$ cat src/rtl/project1_pkg.sv
// Shared types, choice encodings and denomination table for the project1 payment controller.
package project1_pkg;

  localparam int          W       = 16;
  localparam logic [15:0] MAX_AMT = 16'hFFFF;

  localparam logic [1:0] CH_IDLE   = 2'b00;
  localparam logic [1:0] CH_DD     = 2'b01;
  localparam logic [1:0] CH_CASH   = 2'b10;
  localparam logic [1:0] CH_SETTLE = 2'b11;

  typedef enum logic [1:0] {
    ST_IDLE    = 2'b00,
    ST_COLLECT = 2'b01,
    ST_SETTLE  = 2'b10
  } state_e;

  // The largest note (2000) fits in 12 bits; callers zero-extend to their bus width.
  typedef struct packed {
    logic        vld;
    logic [11:0] val;
  } denom_t;

  function automatic denom_t denom_lookup(input logic [3:0] code);
    denom_t d;
    d.vld = 1'b1;
    case (code)
      4'd1:    d.val = 12'd1;
      4'd2:    d.val = 12'd2;
      4'd3:    d.val = 12'd5;
      4'd4:    d.val = 12'd10;
      4'd5:    d.val = 12'd20;
      4'd6:    d.val = 12'd50;
      4'd7:    d.val = 12'd100;
      4'd8:    d.val = 12'd200;
      4'd9:    d.val = 12'd500;
      4'd10:   d.val = 12'd2000;
      default: begin
        d.vld = 1'b0;
        d.val = 12'd0;
      end
    endcase
    return d;
  endfunction

endpackage

$ cat src/rtl/project1_sat_add.sv
// Unsigned W-bit adder that clamps at a ceiling instead of wrapping.
module project1_sat_add #(
  parameter int         W   = 16,
  parameter logic [W-1:0] MAX = {W{1'b1}}
) (
  input  logic [W-1:0] i_a,
  input  logic [W-1:0] i_b,
  output logic [W-1:0] o_sum
);

  logic [W:0] w_full;

  assign w_full = {1'b0, i_a} + {1'b0, i_b};
  assign o_sum  = (w_full > {1'b0, MAX}) ? MAX : w_full[W-1:0];

endmodule

$ cat src/rtl/project1_payment_ctrl.sv
// Kiosk payment controller: collects one DD per DD_IN assertion plus cash notes,
// then settles against the amount due, pulsing dis for one cycle on success.
module project1_payment_ctrl
  import project1_pkg::*;
#(
  parameter int           W       = project1_pkg::W,
  parameter logic [W-1:0] MAX_AMT = {W{1'b1}}
) (
  input  logic         clk,
  input  logic         rst,
  input  logic [1:0]   choice,
  input  logic [W-1:0] paymentAmount,
  input  logic [W-1:0] ddamt,
  input  logic [3:0]   currency,
  output logic [W-1:0] paidamt,
  output logic [W-1:0] totalcurrency,
  output logic [W-1:0] storedExcessAmount,
  output logic [W-1:0] storedInsufficientAmount,
  output logic         successful,
  output logic         dis
);

  state_e       r_state;
  logic         r_dd_taken;
  logic [3:0]   r_prev_cur;
  logic [W-1:0] r_paid;
  logic [W-1:0] r_cash;
  logic [W-1:0] r_excess;
  logic [W-1:0] r_insuf;
  logic         r_success;
  logic         r_dis;

  denom_t       w_note;
  logic [W-1:0] w_note_val;
  logic         w_dd_acc;
  logic         w_cash_acc;
  logic         w_acc;
  logic [W-1:0] w_contrib;
  logic [W-1:0] w_paid_base;
  logic [W-1:0] w_cash_base;
  logic [W-1:0] w_paid_nxt;
  logic [W-1:0] w_cash_nxt;

  assign w_note     = denom_lookup(currency);
  assign w_note_val = {{(W-12){1'b0}}, w_note.val};

  // Nothing is accepted during the single settle cycle.
  assign w_dd_acc   = (r_state != ST_SETTLE) && (choice == CH_DD) &&
                      (ddamt != '0) && !r_dd_taken;
  assign w_cash_acc = (r_state != ST_SETTLE) && (choice == CH_CASH) &&
                      (currency != 4'd0) && (r_prev_cur == 4'd0) && w_note.vld;
  assign w_acc      = w_dd_acc || w_cash_acc;
  assign w_contrib  = w_dd_acc ? ddamt : (w_cash_acc ? w_note_val : '0);

  // A transaction start loads the contribution rather than accumulating onto stale totals.
  assign w_paid_base = (r_state == ST_IDLE) ? '0 : r_paid;
  assign w_cash_base = (r_state == ST_IDLE) ? '0 : r_cash;

  project1_sat_add #(.W(W), .MAX(MAX_AMT)) u_paid_add (
    .i_a   (w_paid_base),
    .i_b   (w_contrib),
    .o_sum (w_paid_nxt)
  );

  project1_sat_add #(.W(W), .MAX(MAX_AMT)) u_cash_add (
    .i_a   (w_cash_base),
    .i_b   (w_cash_acc ? w_note_val : '0),
    .o_sum (w_cash_nxt)
  );

  always_ff @(posedge clk) begin
    if (!rst) begin
      r_state    <= ST_IDLE;
      r_dd_taken <= 1'b0;
      r_prev_cur <= 4'd0;
      r_paid     <= '0;
      r_cash     <= '0;
      r_excess   <= '0;
      r_insuf    <= '0;
      r_success  <= 1'b0;
      r_dis      <= 1'b0;
    end else begin
      r_prev_cur <= currency;
      r_dd_taken <= (choice == CH_DD) && (r_dd_taken || w_dd_acc);
      r_dis      <= 1'b0;
      case (r_state)
        ST_IDLE: begin
          if (w_acc) begin
            r_paid    <= w_paid_nxt;
            r_cash    <= w_cash_nxt;
            r_success <= 1'b0;
            r_excess  <= '0;
            r_insuf   <= '0;
            r_state   <= ST_COLLECT;
          end
        end
        ST_COLLECT: begin
          if (choice == CH_SETTLE) begin
            if (r_paid >= paymentAmount) begin
              r_success <= 1'b1;
              r_dis     <= 1'b1;
              r_excess  <= r_paid - paymentAmount;
              r_insuf   <= '0;
            end else begin
              r_success <= 1'b0;
              r_excess  <= '0;
              r_insuf   <= paymentAmount - r_paid;
            end
            r_state <= ST_SETTLE;
          end else if (w_acc) begin
            r_paid <= w_paid_nxt;
            r_cash <= w_cash_nxt;
          end
        end
        default: r_state <= ST_IDLE;
      endcase
    end
  end

  assign paidamt                  = r_paid;
  assign totalcurrency            = r_cash;
  assign storedExcessAmount       = r_excess;
  assign storedInsufficientAmount = r_insuf;
  assign successful               = r_success;
  assign dis                      = r_dis;

endmodule

$ cat config.mk
export PLATFORM = sky130hd
export DESIGN_NAME = project1_payment_ctrl
export DESIGN_NICKNAME = d
export VERILOG_FILES = /design/src/rtl/project1_pkg.sv /design/src/rtl/project1_sat_add.sv /design/src/rtl/project1_payment_ctrl.sv
export SDC_FILE = /design/constraint.sdc
export NUM_CORES = 1
export LEC_CHECK = 0
export BUFFER_PORTS_ARGS = -buffer_cell sky130_fd_sc_hd__buf_4
export CAP_MARGIN = 0
export CORE_MARGIN = 3
export CORE_UTILIZATION = 45
export CTS_CLUSTER_DIAMETER = 60
export DETAILED_ROUTE_END_ITERATION = 12
export GPL_TIMING_DRIVEN = 1
export PLACE_DENSITY = 0.69
export SETUP_SLACK_MARGIN = 0.1
export SYNTH_ARGS = -nofsm -noshare
export SYNTH_HDL_FRONTEND = slang
export SYNTH_SLANG_ARGS = --single-unit
$ cat constraint.sdc
create_clock -name clk -period 4.3 [get_ports clk]
set_input_delay 0.86 -clock clk [delete_from_list [all_inputs] [get_ports clk]]
set_output_delay 0.86 -clock clk [all_outputs]
set_load 0.01 [all_outputs]
## After elaboration in Yosys (flattened, before gate mapping)

Cells that the tools add are included.

- Logic and storage cells: 83
- Flip-flop bits (word level): 73
- Memories: 0
- Latch bits: 0
- Input bits: 40
- Bits in writable memories: 0
- Bits in read-only memories: 0

- Reduce and logical (&&, ||, !) cells: 21
- Shifts and indexed selects: 0
- Magnitude comparators: 3
- Bitwise gates (word level): 0
- Div/mod/pow operators: 0
- Multipliers: 0
- Eq/ne operators: 18
- Mux-type cells: 28
- Add/sub/neg operators: 4

Operators with widths:

| operator | number |
|---|---|
| 16-bit 2-to-1 mux | 14 |
| 16-bit case mux with 2 select lines | 4 |
| 11-bit case mux with 10 select lines | 1 |
| 17-bit by 16-bit greater-than comparator with 1-bit output (second input constant) | 2 |
| 16-bit subtractor | 2 |
| 16-bit by 12-bit adder with 17-bit output | 1 |
| 16-bit by 16-bit adder with 17-bit output | 1 |
| 4-bit by 3-bit == test with 1-bit output (second input constant) | 4 |
| 16-bit >= comparator | 1 |
| 16-bit nonzero test | 1 |
| 4-bit == test (second input constant) | 3 |
| 12-bit 2-to-1 mux | 1 |
| 10-bit OR reduction | 1 |
| 4-bit by 2-bit == test with 1-bit output (second input constant) | 2 |
| 1-bit logical AND | 8 |
| 2-bit inequality test (second input constant) | 4 |
| 3-bit AND reduction | 2 |
| 2-bit by 1-bit == test with 1-bit output (second input constant) | 2 |
| 2-bit == test (second input constant) | 2 |
| 4-bit by 1-bit == test with 1-bit output (second input constant) | 1 |
| 4-bit zero test | 1 |
| 1-bit 2-to-1 mux | 4 |
| 2-bit 2-to-1 mux | 2 |
| 2-bit case mux with 2 select lines | 1 |
| other kinds (7) | 9 |

## Longest topological paths before layout

- Depth in word-level cells: 13
- Depth in mapped cells: 17
- Depth with buffers taken out: 15

## By module

A second synthesis with hierarchy kept.

- Cell total of the unflattened synthesis: 886
- Area, all modules: 6666.4 um^2

Modules (own cells, without submodules):

| module | area each (um^2) | seq. area each (um^2) | cells an instance | instances |
|---|---|---|---|---|
| project1_payment_ctrl | 4759.6 | 1461.4 | 616 | 1 |
| project1_sat_add at u_paid_add | 954.7 | 0.0 | 133 | 1 |
| project1_sat_add at u_cash_add | 952.2 | 0.0 | 137 | 1 |

## Least setup slack after synthesis

No wires, ideal clock.

- Path type: in2reg
- Start point: in currency[0]
- End point: reg r_paid[15], in the netlist paidamt[15]
- Slack: 0.008 ns
- Arrival: 4.174 ns
- Stages: 15
- Library setup time: 0.118 ns
- Cell sequence: clkbuf_1 and2_1 o21ai_0 nand3_1 nor4_1 a21oi_1 inv_1 ha_1 a21oi_1 o211ai_1 o21a_1 o311ai_0 o21ai_0 or4_1 o2111a_1

- Cells in the longest elaborated chain, start to end: 12

Ends and longest elaborated chain:

| what | RTL line | text |
|---|---|---|
| from (decl) | project1_payment_ctrl.sv:14 | `input logic [3:0] currency,` |
| 4-bit == test, or another cell as far along | project1_pkg.sv:27 | `case (code)` |
| 10-bit OR reduction (no line) / 1-bit logical AND (equally long branches) | -- |  |
| 1-bit 2-to-1 mux / 1-bit logical AND (equally long branches) | project1_pkg.sv:27, project1_payment_ctrl.sv:51 |  |
| 1-bit logical AND | project1_payment_ctrl.sv:51 | `(currency != 4'd0) && (r_prev_cur == 4'd0) && w_note.vld;` |
| 12-bit 2-to-1 mux | project1_payment_ctrl.sv:53 | `assign w_contrib = w_dd_acc ? ddamt : (w_cash_acc ? w_note_val : '0);` |
| 16-bit 2-to-1 mux | project1_payment_ctrl.sv:53 |  |
| 16-bit by 16-bit adder with 17-bit output | project1_sat_add.sv:13 | `assign w_full = {1'b0, i_a} + {1'b0, i_b};` |
| 17-bit by 16-bit greater-than comparator with 1-bit output | project1_sat_add.sv:14 | `assign o_sum = (w_full > {1'b0, MAX}) ? MAX : w_full[W-1:0];` |
| 16-bit 2-to-1 mux | project1_sat_add.sv:14 |  |
| 16-bit 2-to-1 mux * | project1_payment_ctrl.sv:88, project1_payment_ctrl.sv:110 |  |
| 16-bit 2-to-1 mux | project1_payment_ctrl.sv:98 | `if (choice == CH_SETTLE) begin` |
| 16-bit case mux with 2 select lines * | project1_payment_ctrl.sv:86 | `case (r_state)` |
| to (signal assigned) | project1_payment_ctrl.sv:89 | `r_paid <= w_paid_nxt;` |
| to (signal assigned) | project1_payment_ctrl.sv:111 | `r_paid <= w_paid_nxt;` |
| to (decl) | project1_payment_ctrl.sv:26 | `logic [W-1:0] r_paid;` |

Every way passes the cells marked *; elsewhere a longest branch is shown, timed or not. The select of a mux whose other input is x is not followed.
A chain may end at the register's enable or synchronous reset.

## Worst setup path in the final report

- Start point: reg r_prev_cur[1]
- End point: reg r_paid[15], in the netlist paidamt[15]

- Cells in the longest elaborated chain, start to end: 11

Ends and longest elaborated chain:

| what | RTL line | text |
|---|---|---|
| from (decl) | project1_payment_ctrl.sv:25 | `logic [3:0] r_prev_cur;` |
| from (signal assigned) | project1_payment_ctrl.sv:83 | `r_prev_cur <= currency;` |
| 4-bit zero test * | project1_payment_ctrl.sv:51 |  |
| 1-bit logical AND * (2 in a row) | project1_payment_ctrl.sv:51 |  |
| 12-bit 2-to-1 mux | project1_payment_ctrl.sv:53 |  |
| 16-bit 2-to-1 mux | project1_payment_ctrl.sv:53 |  |
| 16-bit by 16-bit adder with 17-bit output | project1_sat_add.sv:13 |  |
| 17-bit by 16-bit greater-than comparator with 1-bit output | project1_sat_add.sv:14 |  |
| 16-bit 2-to-1 mux | project1_sat_add.sv:14 |  |
| 16-bit 2-to-1 mux * | project1_payment_ctrl.sv:88, project1_payment_ctrl.sv:110 |  |
| 16-bit 2-to-1 mux | project1_payment_ctrl.sv:98 |  |
| 16-bit case mux with 2 select lines * | project1_payment_ctrl.sv:86 |  |

Marked as above.

==> out/qor.csv <==
metric,value,unit
status,completed,
final wirelength,17810,um
row cnt,40,
Sink Count,73,
Detail Placement HPWL,13850,um
RSZ-0062 raised after global routing,true,
Worst setup SP type,flip-flop,
Starting Density,0.4695,
most area-consuming cells after synthesis,"dfxtp_1 (25%), ha_1 (13%), a22o_1 (4.7%), a21oi_1 (4.4%), nor2_1 (3.9%)",
Synth Warn #,0,
Setup Viol. Count Final,0,
Clock Path Buffers,2,
Max Cap Viol,0,
GRT Total Usage,0.2436,
Synth Flop Type,dfxtp_1,
Post-synth top cells,"dfxtp_1 (73), nor2_1 (60), ha_1 (58)",
Die Height,118.9,um
"CP delay by family, top",simple AND/OR/NAND/NOR gates,
post-synth cell types,62,
skew final,9.607,ps
"Clk pin slew, worst setup/hold paths",70,ps
global-route wire length before repair,27970,um
Final Non-Filler Cells,1024,
Slew HR,0.3434,
Placed Cells,1000,
vias in the first global route,5561,
gp weighted congestion,0.9022,
Slew @ Worst Pin,984.9,ps
fin. max-slew vios,0,
die extent in x,118.9,um
final core occ,0.6162,
largest net degree at the start of global routing,34,
Synth area leader,dfxtp_1,
DRT Pass-1 Iters,7,
"Critical Path, Cell by Cell",or4_4 -> nor4b_4 -> buf_4 -> nand3_4 -> nor4_4 -> a21oi_2 -> inv_1 -> ha_1 -> a21oi_1 -> o211ai_1 -> o21a_1 -> o311ai_2 -> buf_4 -> o21ai_0 -> or4_1 -> o2111a_1,
Setup WS pre-CTS,-409.1,ps
register bit total from synthesis,73,
DRC,0,
syn_nets,808,
port buffer count,105,
share of cells above drive strength 1,0.2699,
CP max-delay cell,or4_4,
Top Ports,106,
final hold vios,0,
Area Growth Syn to Fin,31.25,%
Via density,5.714,
top-count cell post-synth,dfxtp_1,
crit-path max cell delay,570,ps
WL/cell,17.39,um
"Seq/Total Area, Yosys",0.2549,
initial drt markers,396,
crit path buf inv count,3,
Post-synth EDFFs,0,
Antenna Cells,0,
"Arr. time, crit path",4320,ps
period utilisation layout,0.9494,
final setup margin,217.6,ps
total gr overflow,0,
full die area,14130,um^2
Max rail drop VDD,0.1875,mV
Detail Route Antenna Nets,0,
antenna violations before repair,0,
"most used cell, CP",buf_4,
via count,5851,
post-synth top area share,0.2549,
hold buffers post-CTS,0,
core area,12210,um^2
clk_lat worst skew,350,ps
post-route minimum period,4082,ps
P_leak,3.574,nW
number of CTS-inserted buffers,9,
Fin Setup TNS,0,ps
share of flip-flops with an asynchronous set or reset,0,
Gate Count Post-Synth,706,
WP data required,4540,ps
Worst Hold Class,reg -> reg,
Clock Root Buffer,clkbuf_16,
Nets,953,
WS Path Type,reg -> reg,
Setup crit end kind,flip-flop,
crit path max fanout,6,
CTS tree,built,
cell area after synthesis,5733,um^2
htree depth,3,
Cell Pwr Density,276.6,nW/um^2
FMAX,245.0,MHz
Syn Area/Cell,8.120,um^2
==> layout make-up <==
| cell class | instances | area (um^2) |
|---|---|---|
| Fill cell | 1165 | 4687 |
| Multi-Input combinational cell | 547 | 4086 |
| Sequential cell | 73 | 1461 |
| Timing Repair Buffer | 168 | 1269 |
| Clock buffer | 9 | 225.2 |
| Tap cell | 168 | 210.2 |
| Inverter | 52 | 195.2 |
| Clock inverter | 7 | 77.57 |
==> worst register-to-register path: cells and delay by family (launching register included) <==
kind,cells,cell delay [ps]
and+or+nand+nor,5,1740
buffers and inverters,3,410
DFF,1,300
adders and majority gates,1,220
AOI/OAI and AO/OA,7,1310
==> where the power goes <==
group          total [W]  internal, W  switching [W]  leakage [nW]
Sequential      0.000732     0.000705      0.0000271         0.594
Clock           0.000771     0.000454       0.000317         0.146
Combinational   0.000579     0.000251       0.000328          2.83
==> path summary, 6_finish.rpt <==
path,cells after the start,end,slack [ps],start
worst max-delay path,16,paidamt[15],220,r_prev_cur[1]
worst min register to register,1,successful,460,successful
worst max register to register,16,paidamt[15],220,r_prev_cur[1]
worst min-delay path,1,successful,460,successful
==> metrics by stage <==
stage	power [W]	instance area (um^2)	hold slack, ps
floorplan	0.001100	5739	474.7
global placement	0.001287	6984	436.5
detailed placement	0.001294	6984	449.3
CTS	0.002073	7327	464.7
global route	0.002186	7525	493.2
finish	0.002081	7525	457.9
==> sequential cells by signal, summed over array words and instances (netlist names) <==
signal,cells
dis,1
paidamt,16
r_dd_taken,1
r_prev_cur,4
r_state,2
storedExcessAmount,16
storedInsufficientAmount,16
successful,1
totalcurrency,16
==> what timing repair did <==
item	in CTS	in global routing
setup buffers	1	6
endpoints found under the setup margin	12	21
hold endpoints to repair	0	0
cloned	0	1
pin swaps	1	7
resized for setup	7	28
==> kinds of logic after synthesis <==
kind of cell | after synthesis | share of synthesized area
AOI/OAI and AO/OA | 232 | 0.2861
xor gates and xnor gates | 45 | 0.06875
adders and majority gates | 62 | 0.1406
buffers and inverters | 87 | 0.06438
DFF | 73 | 0.2549
muxes | 1 | 0.001746
and+or+nand+nor | 206 | 0.1835
==> layer usage <==
layer  share of wire  vias to the layer above  track usage
met4           0.030                        0       0.1072
met1            0.44                     2727       0.3153
li1                -                     2864            -
met5               0                        -            0
met3           0.062                       38      0.04179
met2            0.47                      222       0.3986
==> placed cells by master (no fill, tap or decap), types with 12 or more instances in the layout <==
master,n
buf_4,166
dfxtp_1,73
nand3_1,12
o21a_1,13
a21o_1,20
inv_1,51
ha_1,57
and2_1,23
a22o_1,31
a21oi_1,49
nor2_1,60
o21ai_0,40
xnor2_1,23
xor2_1,22
nand2_1,37
Power figures use the tool's default switching activity.
